### src/rtl/ysyx_23060201_lsu.sv
// ysyx_23060201_lsu: single-outstanding load/store unit with word-aligned bus requests and an optional LSU_TIMEOUT_EN wait timeout
module ysyx_23060201_lsu #(
  parameter int MEM_ADDR_WIDTH = 32,
  parameter int DATA_WIDTH     = 32,
  parameter int TIMEOUT_CYCLES = 255
) (
  input  logic                      clk,
  input  logic                      rst_n,
  input  logic                      req_valid,
  output logic                      req_ready,
  input  logic                      req_wen,
  input  logic [MEM_ADDR_WIDTH-1:0] req_waddr,
  input  logic [7:0]                req_wmask,
  input  logic [DATA_WIDTH-1:0]     req_wdata,
  input  logic                      req_ren,
  input  logic [MEM_ADDR_WIDTH-1:0] req_raddr,
  input  logic [7:0]                req_rmask,
  output logic                      resp_valid,
  input  logic                      resp_ready,
  output logic [DATA_WIDTH-1:0]     resp_rdata,
  output logic                      resp_err,
  output logic                      mem_req_valid,
  input  logic                      mem_req_ready,
  output logic                      mem_req_wen,
  output logic [MEM_ADDR_WIDTH-1:0] mem_req_addr,
  output logic [3:0]                mem_req_wstrb,
  output logic [DATA_WIDTH-1:0]     mem_req_wdata,
  input  logic                      mem_resp_valid,
  input  logic [DATA_WIDTH-1:0]     mem_resp_rdata
);
  typedef enum logic [1:0] {IDLE, REQ, WAIT, RESP} state_e;
  state_e state_q, state_d;
  logic wen_q, wen_d, sign_q, sign_d, err_q, err_d;
  logic [MEM_ADDR_WIDTH-1:0] addr_q, addr_d;
  logic [3:0] mask_q, mask_d;
  logic [DATA_WIDTH-1:0] wdata_q, wdata_d, rdata_q, rdata_d;
`ifdef LSU_TIMEOUT_EN
  logic [7:0] cnt_q, cnt_d;
  logic timeout;
  assign timeout = cnt_q == 8'(TIMEOUT_CYCLES);
`endif
  logic [MEM_ADDR_WIDTH-1:0] in_addr;
  logic [3:0] in_mask;
  logic size_ok, misal, legal;
  logic [4:0] sh_amt;
  logic [DATA_WIDTH-1:0] shifted, load_data;
  logic unused;
  assign unused = ^{req_wmask[7:4], req_rmask[7:5], 32'(TIMEOUT_CYCLES)};
  assign in_addr = req_wen ? req_waddr : req_raddr;
  assign in_mask = req_wen ? req_wmask[3:0] : req_rmask[3:0];
  assign size_ok = in_mask == 4'b0001 || in_mask == 4'b0011 || in_mask == 4'b1111;
  assign misal = (in_mask == 4'b0011 && in_addr[0]) || (in_mask == 4'b1111 && |in_addr[1:0]);
  assign legal = size_ok && !misal;
  assign sh_amt = {addr_q[1:0], 3'b000};
  assign shifted = mem_resp_rdata >> sh_amt;
  assign load_data = mask_q == 4'b0001 ? {{(DATA_WIDTH-8){sign_q & shifted[7]}}, shifted[7:0]} :
                     mask_q == 4'b0011 ? {{(DATA_WIDTH-16){sign_q & shifted[15]}}, shifted[15:0]} : shifted;
  assign req_ready = state_q == IDLE;
  assign mem_req_valid = state_q == REQ;
  assign mem_req_wen = mem_req_valid & wen_q;
  assign mem_req_addr = mem_req_valid ? {addr_q[MEM_ADDR_WIDTH-1:2], 2'b00} : '0;
  assign mem_req_wstrb = mem_req_valid ? mask_q << addr_q[1:0] : 4'b0000;
  assign mem_req_wdata = mem_req_valid ? wdata_q << sh_amt : '0;
  assign resp_valid = state_q == RESP;
  assign resp_rdata = resp_valid ? rdata_q : '0;
  assign resp_err = resp_valid & err_q;
  // next-state and latched-request logic; illegal or null requests skip the bus
  always_comb begin
    state_d = state_q;
    wen_d = wen_q;
    addr_d = addr_q;
    mask_d = mask_q;
    sign_d = sign_q;
    wdata_d = wdata_q;
    rdata_d = rdata_q;
    err_d = err_q;
`ifdef LSU_TIMEOUT_EN
    cnt_d = cnt_q;
`endif
    case (state_q)
      IDLE: if (req_valid) begin
        wen_d = req_wen;
        addr_d = in_addr;
        mask_d = in_mask;
        sign_d = req_rmask[4];
        wdata_d = req_wdata;
        rdata_d = '0;
        err_d = (req_wen & req_ren) | ((req_wen | req_ren) & !legal);
        state_d = (req_wen ^ req_ren) && legal ? REQ : RESP;
`ifdef LSU_TIMEOUT_EN
        cnt_d = '0;
`endif
      end
      REQ: begin
`ifdef LSU_TIMEOUT_EN
        cnt_d = cnt_q + 8'd1;
        if (!mem_req_ready && timeout) begin
          state_d = RESP;
          err_d = 1'b1;
        end
`endif
        if (mem_req_ready) state_d = WAIT;
      end
      WAIT: begin
`ifdef LSU_TIMEOUT_EN
        cnt_d = cnt_q + 8'd1;
        if (!mem_resp_valid && timeout) begin
          state_d = RESP;
          err_d = 1'b1;
        end
`endif
        if (mem_resp_valid) begin
          state_d = RESP;
          rdata_d = wen_q ? '0 : load_data;
        end
      end
      default: if (resp_ready) state_d = IDLE;
    endcase
  end
  // state and request registers with synchronous active-low reset
  always_ff @(posedge clk) begin
    if (!rst_n) begin
      state_q <= IDLE;
      wen_q <= 1'b0;
      addr_q <= '0;
      mask_q <= '0;
      sign_q <= 1'b0;
      wdata_q <= '0;
      rdata_q <= '0;
      err_q <= 1'b0;
`ifdef LSU_TIMEOUT_EN
      cnt_q <= '0;
`endif
    end else begin
      state_q <= state_d;
      wen_q <= wen_d;
      addr_q <= addr_d;
      mask_q <= mask_d;
      sign_q <= sign_d;
      wdata_q <= wdata_d;
      rdata_q <= rdata_d;
      err_q <= err_d;
`ifdef LSU_TIMEOUT_EN
      cnt_q <= cnt_d;
`endif
    end
  end
endmodule

### config.mk
export PLATFORM = sky130hd
export DESIGN_NAME = ysyx_23060201_lsu
export DESIGN_NICKNAME = d
export VERILOG_FILES = /design/src/rtl/ysyx_23060201_lsu.sv
export SDC_FILE = /design/constraint.sdc
export NUM_CORES = 1
export LEC_CHECK = 0
export ABC_CLOCK_PERIOD_IN_PS = 5200
export CAP_MARGIN = 30
export CORE_AREA = 5 5 158 160
export DETAILED_ROUTE_END_ITERATION = 6
export DIE_AREA = 0 0 163 165
export MAX_ROUTING_LAYER = met4
export PLACE_DENSITY = 0.52
export SLEW_MARGIN = 20
export SYNTH_ARGS = -nofsm -noshare
export SYNTH_HDL_FRONTEND = slang
export SYNTH_SLANG_ARGS = --single-unit
### constraint.sdc
create_clock -name clk -period 5.2 [get_ports clk]
set_input_delay 0.78 -clock clk [delete_from_list [all_inputs] [get_ports clk]]
set_output_delay 0.78 -clock clk [all_outputs]
set_load 0.01 [all_outputs]
== Word level (Yosys, flattened, before mapping) ==
Index checks and enable logic that the tools add are counted.
Word-level totals
  register bits: 105
  bits of input ports: 152
  output and inout bits: 105
  logic and storage cells: 65
Operators by class
  equality and inequality tests: 11
  shifts and indexed selects: 3
  mux-type cells: 18
  bitwise logic cells: 9
  reduce and logical (&&, ||, !) cells: 16
Operators with widths (number)
  32-bit 2-to-1 mux: 9
  32-bit case mux with 2 select lines: 1
  32-bit by 5-bit left shift with 32-bit output: 1
  32-bit by 5-bit >> shifter with 32-bit output: 1
  2-bit 2-to-1 mux: 5
  4-bit by 1-bit equality test with 1-bit output (second input constant): 2
  4-bit by 2-bit equality test with 1-bit output (second input constant): 2
  4-bit 2-to-1 mux: 2
  1-bit AND: 6
  2-bit case mux with 3 select lines: 1
  2-bit equality test (second input constant): 2
  4-bit equality test (second input constant): 1
  1-bit logical AND: 4
  2-bit inequality test (second input constant): 2
  4-bit AND reduction: 1
  4-bit nonzero test: 1
  4-bit by 2-bit left shift with 4-bit output: 1
  1-bit logical OR: 3
  3-bit AND reduction: 1
  2-bit by 1-bit equality test with 1-bit output (second input constant): 1
  1-bit logical NOT: 2
  2-bit logical NOT: 1
  2-bit by 1-bit inequality test with 1-bit output (second input constant): 1
  1-bit OR: 2
  other kinds (4): 4

== Longest topological paths before layout ==
  word-level depth: 10
  depth in mapped cells: 11
  gate-level depth less buffers: 7

== Least setup slack after synthesis ==
OpenSTA, ideal clock, no wires.
  path type: register to output
  start: register addr_q[1]
  end: output port mem_req_wdata[28]
  arrival: 1534 ps
  data required time: 4420 ps
  slack: 2886 ps
  stages on the path, launching flop included: 6
  buffers on the path: 3
  path through: dfxtp_1 buf_2 buf_2 buf_2 mux2_2 o211a_1
Between the ends
  longest elaborated chain between the ends: 2
Ends and longest elaborated chain
  from (decl): RTL line 34  | logic [MEM_ADDR_WIDTH-1:0] addr_q, addr_d;
  from (signal assigned): RTL line 137  | addr_q <= addr_d;
  32-bit by 5-bit left shift with 32-bit output: RTL line 63  | assign mem_req_wdata = mem_req_valid ? wdata_q << sh_amt : '0;
  32-bit 2-to-1 mux: RTL line 63
  to (decl): RTL line 27  | output logic [DATA_WIDTH-1:0] mem_req_wdata,
No other way between the ends.

== Final worst setup path ==
  start: register state_q[1]
  end: output port mem_req_wdata[7]
Between the ends
  longest elaborated chain between the ends: 2
Ends and longest elaborated chain
  from (decl): RTL line 32  | state_e state_q, state_d;
  from (signal assigned): RTL line 135  | state_q <= state_d;
  2-bit by 1-bit equality test with 1-bit output: RTL line 59  | assign mem_req_valid = state_q == REQ;
  32-bit 2-to-1 mux: RTL line 63
No other way between the ends.

==> out/results.txt <==
Setup repair after global routing left no endpoint under its margin. The shortest clock period the worst path allows after layout works out to 3.662 ns. The die covers 0.02690 mm2. After clock tree synthesis, the clock-pin slew on the worst setup and hold paths is 0.08 ns. The ratio of routed vias to standard cells came out at 4.519. The run finished with clean final reports. In this run the tightest slew margin relative to its limit is 38.53%. The count of endpoints failing hold in the final timing report is 0. The cell chosen for the clock root was clkbuf_16. The congestion estimate from routability-driven global placement came to 0.8218. The number of synthesized register bits is 105.

The worst setup path is launched from a flop. The max-slew violation count was 0; the die width was 163 um. In this run the worst hold path is classified as flop to flop. The netlist uses 41 different library cells. Data on the critical path arrives at its endpoint at 2.88 ns.

After detailed placement, the total cell area comes to 0.008444 mm2. Once placement completed, the tool counted placed cells totaling 1213. The post-detailed-route DRC marker count is 0, and the starting density of the core is 24.82%. For the post-synthesis instance total, the log shows 697. The number of synthesized flops with an enable pin is 0. The first routing iteration left 199 violations. The switching power share of the total was 38.19%; the clock share of power was 23.4%. The fraction of registers with async set or reset after synthesis came out at 0%. The clock tree synthesis step divided the H-tree into 3 levels. After synthesis, the mean cell area works out to 8.283 um2. The core box area was 0.02326 mm2; the largest driver fanout on the critical path was 52. The critical path contains buffers and inverters numbering 3 combined. The first-pass GRT wire length came out at 32.18 mm. Cell internal power was estimated by the tool at 0.001799 W. Initial antenna violation count: 1.

For this run, the leading register cell type out of synthesis is dfxtp_1. The cell depth of the worst min-delay path was 1. For this design the total switching power over the nets is 0.001112 W. The detail-routed net length per standard cell works out to 17.12 um. TritonCTS built the clock tree. After detailed routing, the total wire length is 21.06 mm.

257 I/O pins were placed. Startpoint of the most critical register-to-register path: addr_q[0]. The critical path goes through inv_1 -> ha_1 -> buf_4 -> nand2b_1 -> nor2_1 -> and2_1 -> clkdlybuf4s50_1. The floorplan step set the die height to 165 um.

The synthesized netlist occupies a cell area of 0.005773 mm2. After global routing the overflow that remains totals 0. Slowest cell on the critical path: clkdlybuf4s50_1. Once detailed placement completed, the half-perimeter wirelength came to 15.66 mm.

Max-cap violations in this run came to 0. After synthesis, the cell types taking the most area are dfxtp_1 (36%), mux2i_1 (12%), and2_1 (9.1%), nand2_1 (6.4%), nor2_1 (5.2%). Clock skew on the completed layout was measured at 0.007627 ns. In this design, the stage delay of the slowest critical-path cell is 0.53 ns.

For this run, the number of standard cells in the final layout without fillers is 1230. The count of buffers added by post-CTS timing repair for setup was 0; the clock latency at the later pin of the worst-skew pair was 0.35 ns. The critical setup path kind is flop to primary output. The proportion of layout cells with a drive suffix above 1 was 4.835%; the net count reported at finish was 1063.

Start point of the worst hold path: rdata_q[20]. In this run the deepest clock path goes through 2 buffers. In this run, CTS created clock tree buffers numbering 9. Across the VDD grid, the largest voltage drop is 119.3 uV.

For the worst flop-to-flop path, the logic depth is 5. The worst path uses 70.42% of the clock period. For the pin with the worst max-slew slack, the measured transition is 0.9221 ns. Buffers placed on the I/O ports in this run total 247. The tools report the kind of end point of the critical path as a primary output. The number of cells on the critical path is 7, and the via count of the routed design is 5558. The tools report the highest clock rate as 273.1 MHz. Of the total power, combinational logic draws 40.2%. For the number of setup violations in the final report, the log shows 0. Dividing total power by cell area gives a power density of 333.3 mW/mm2. Before antenna repair, the detailed router went through 4 iterations. The biggest area contributor in the post-synthesis netlist is dfxtp_1. The tools report the first element of the critical path as state_q[1]. The analysis attributes to cell leakage a power of 3.498 nW. Counting every sink on the clock net gives 105. The run gives 36.4% as the sequential share of power.

Among cell families on the critical path, the largest total delay comes from buffers and inverters. Row count: 56. The number of gates resized after CTS was 0. Relative to the synthesized area, the layout overhead comes to 51.28%. Hold repair after CTS inserted 0 buffers. The fraction of the yosys area taken by sequential cells is 36.41%. The via count of the first global-routing pass was 5514. The setup check on the worst reg-to-reg path leaves a slack of 2.49 ns. After routing, the total negative slack on setup checks comes to 0 ns.

Across every metal layer, demand over resource in global routing totals 15.66%. The summed area of non-filler cells in the final layout is 0.008733 mm2, and the data required time at the worst endpoint is 4.42 ns. Total power for the finished layout comes to 0.002911 W. The maximum number of pins on one net before global-route repair is 73. The number of nets with antenna violations after detailed routing is 0, and the warning count from the yosys run is 0. Of the post-synthesis cell area, the dominant cell type holds 36.41%.
metal layers:
metal  vias up  track usage, %  routed length, um
li1       2829               -                  -
met1      2517           20.81               9838
met2       192           23.66               9358
met3        20           3.818               1551
met4         0           4.727                311
met5         -               -                  0
kinds of logic after synthesis:
logic type / share of synthesized area (%)
compound gates: 19.01
xor+xnor: 0.1517
fa+ha+maj: 1.300
buf+inv: 5.548
flops: 36.41
mux: 14.07
other cells: 0.06496
simple gates: 23.45
state kept, by name, summed over array words and instances, names as in the netlist:
register,cells
addr_q,32
err_q,1
mask_q,4
rdata_q,32
sign_q,1
state_q,2
wdata_q,32
wen_q,1
placed cells by master, fill, tap and decap left out, drive strengths merged:
| cell type | Yosys | final |
|---|---|---|
| nand3 | 2 | 2 |
| nor2 | 80 | 80 |
| and4b | 2 | 2 |
| o21ai | 11 | 11 |
| a311oi | 2 | 2 |
| a211o | 22 | 22 |
| clkdlybuf4s50 | 0 | 246 |
| buf | 26 | 11 |
| nand2 | 100 | 100 |
| and3 | 1 | 1 |
| nor2b | 8 | 8 |
| a22o | 8 | 8 |
| dfxtp | 105 | 105 |
| o32ai | 1 | 1 |
| inv | 9 | 12 |
| xor2 | 1 | 1 |
| o211a | 11 | 11 |
| conb | 1 | 2 |
| ha | 6 | 6 |
| clkbuf | 35 | 9 |
| a221o | 8 | 8 |
| clkinv | 0 | 2 |
| o22ai | 3 | 3 |
| or3 | 1 | 1 |
| nand2b | 6 | 6 |
| o211ai | 1 | 1 |
| o2111ai | 1 | 1 |
| nor3b | 1 | 1 |
| clkinvlp | 0 | 2 |
| a21oi | 38 | 38 |
| a211oi | 34 | 34 |
| o311ai | 1 | 1 |
| diode | 0 | 1 |
| a32oi | 7 | 7 |
| mux2i | 71 | 71 |
| mux2 | 9 | 9 |
| a22oi | 1 | 1 |
| and2 | 84 | 84 |
worst reg2reg max path, delay by kind of cell (launching register included):
kind                   cells  cell delay, ns
AND/OR/NAND/NOR            1            0.09
multiplexers               1            0.34
buffers and inverters      1            0.52
flip-flops                 1            0.85
AO/OA/AOI/OAI              2            0.85
layout make-up:
cell class | instances | area (um2)
Clock inverter | 7 | 61.31
Timing Repair Buffer | 257 | 2550
Clock buffer | 9 | 225.2
Tap cell | 319 | 399.1
Sequential cell | 105 | 2105
Multi-Input combinational cell | 523 | 3357
Fill cell | 2513 | 14530
Inverter | 9 | 33.78
Antenna cell | 1 | 2.502
power by group through the flow:
stage               logic, W  registers, W  clock network [W]
floorplan           0.000788       0.00101                  0
global placement     0.00119       0.00108                  0
detailed placement   0.00119       0.00108                  0
CTS                  0.00120       0.00106           0.000712
global route         0.00130       0.00108           0.000737
finish               0.00117       0.00106           0.000681
stage by stage:
step / util [%] / setup WS, ns / hold slack, ns
3_5_place_dp: 36.30 / 1.917 / 0.4420
3_3_place_gp: 36.24 / 1.903 / 0.4356
4_1_cts: 37.53 / 1.507 / 0.4597
5_1_grt: 37.54 / 1.284 / 0.4745
2_1_floorplan: - / 2.886 / 0.4268
6_report: 37.54 / 1.538 / 0.4527
cells in the mapped netlist (9+ instances only):
master	count
nand2_1	99
a211o_1	22
a211oi_1	34
nor2_1	80
buf_2	16
a21oi_1	38
o211a_1	11
and2_1	84
mux2_2	9
clkbuf_1	35
o21ai_0	11
dfxtp_1	105
mux2i_1	71
path summary, 6_finish.rpt:
check,endpoint
max,mem_req_wdata[7]
min,rdata_q[20]
max reg2reg,rdata_q[14]
min reg2reg,rdata_q[20]
No activity file was read; power rests on OpenSTA's default activity.
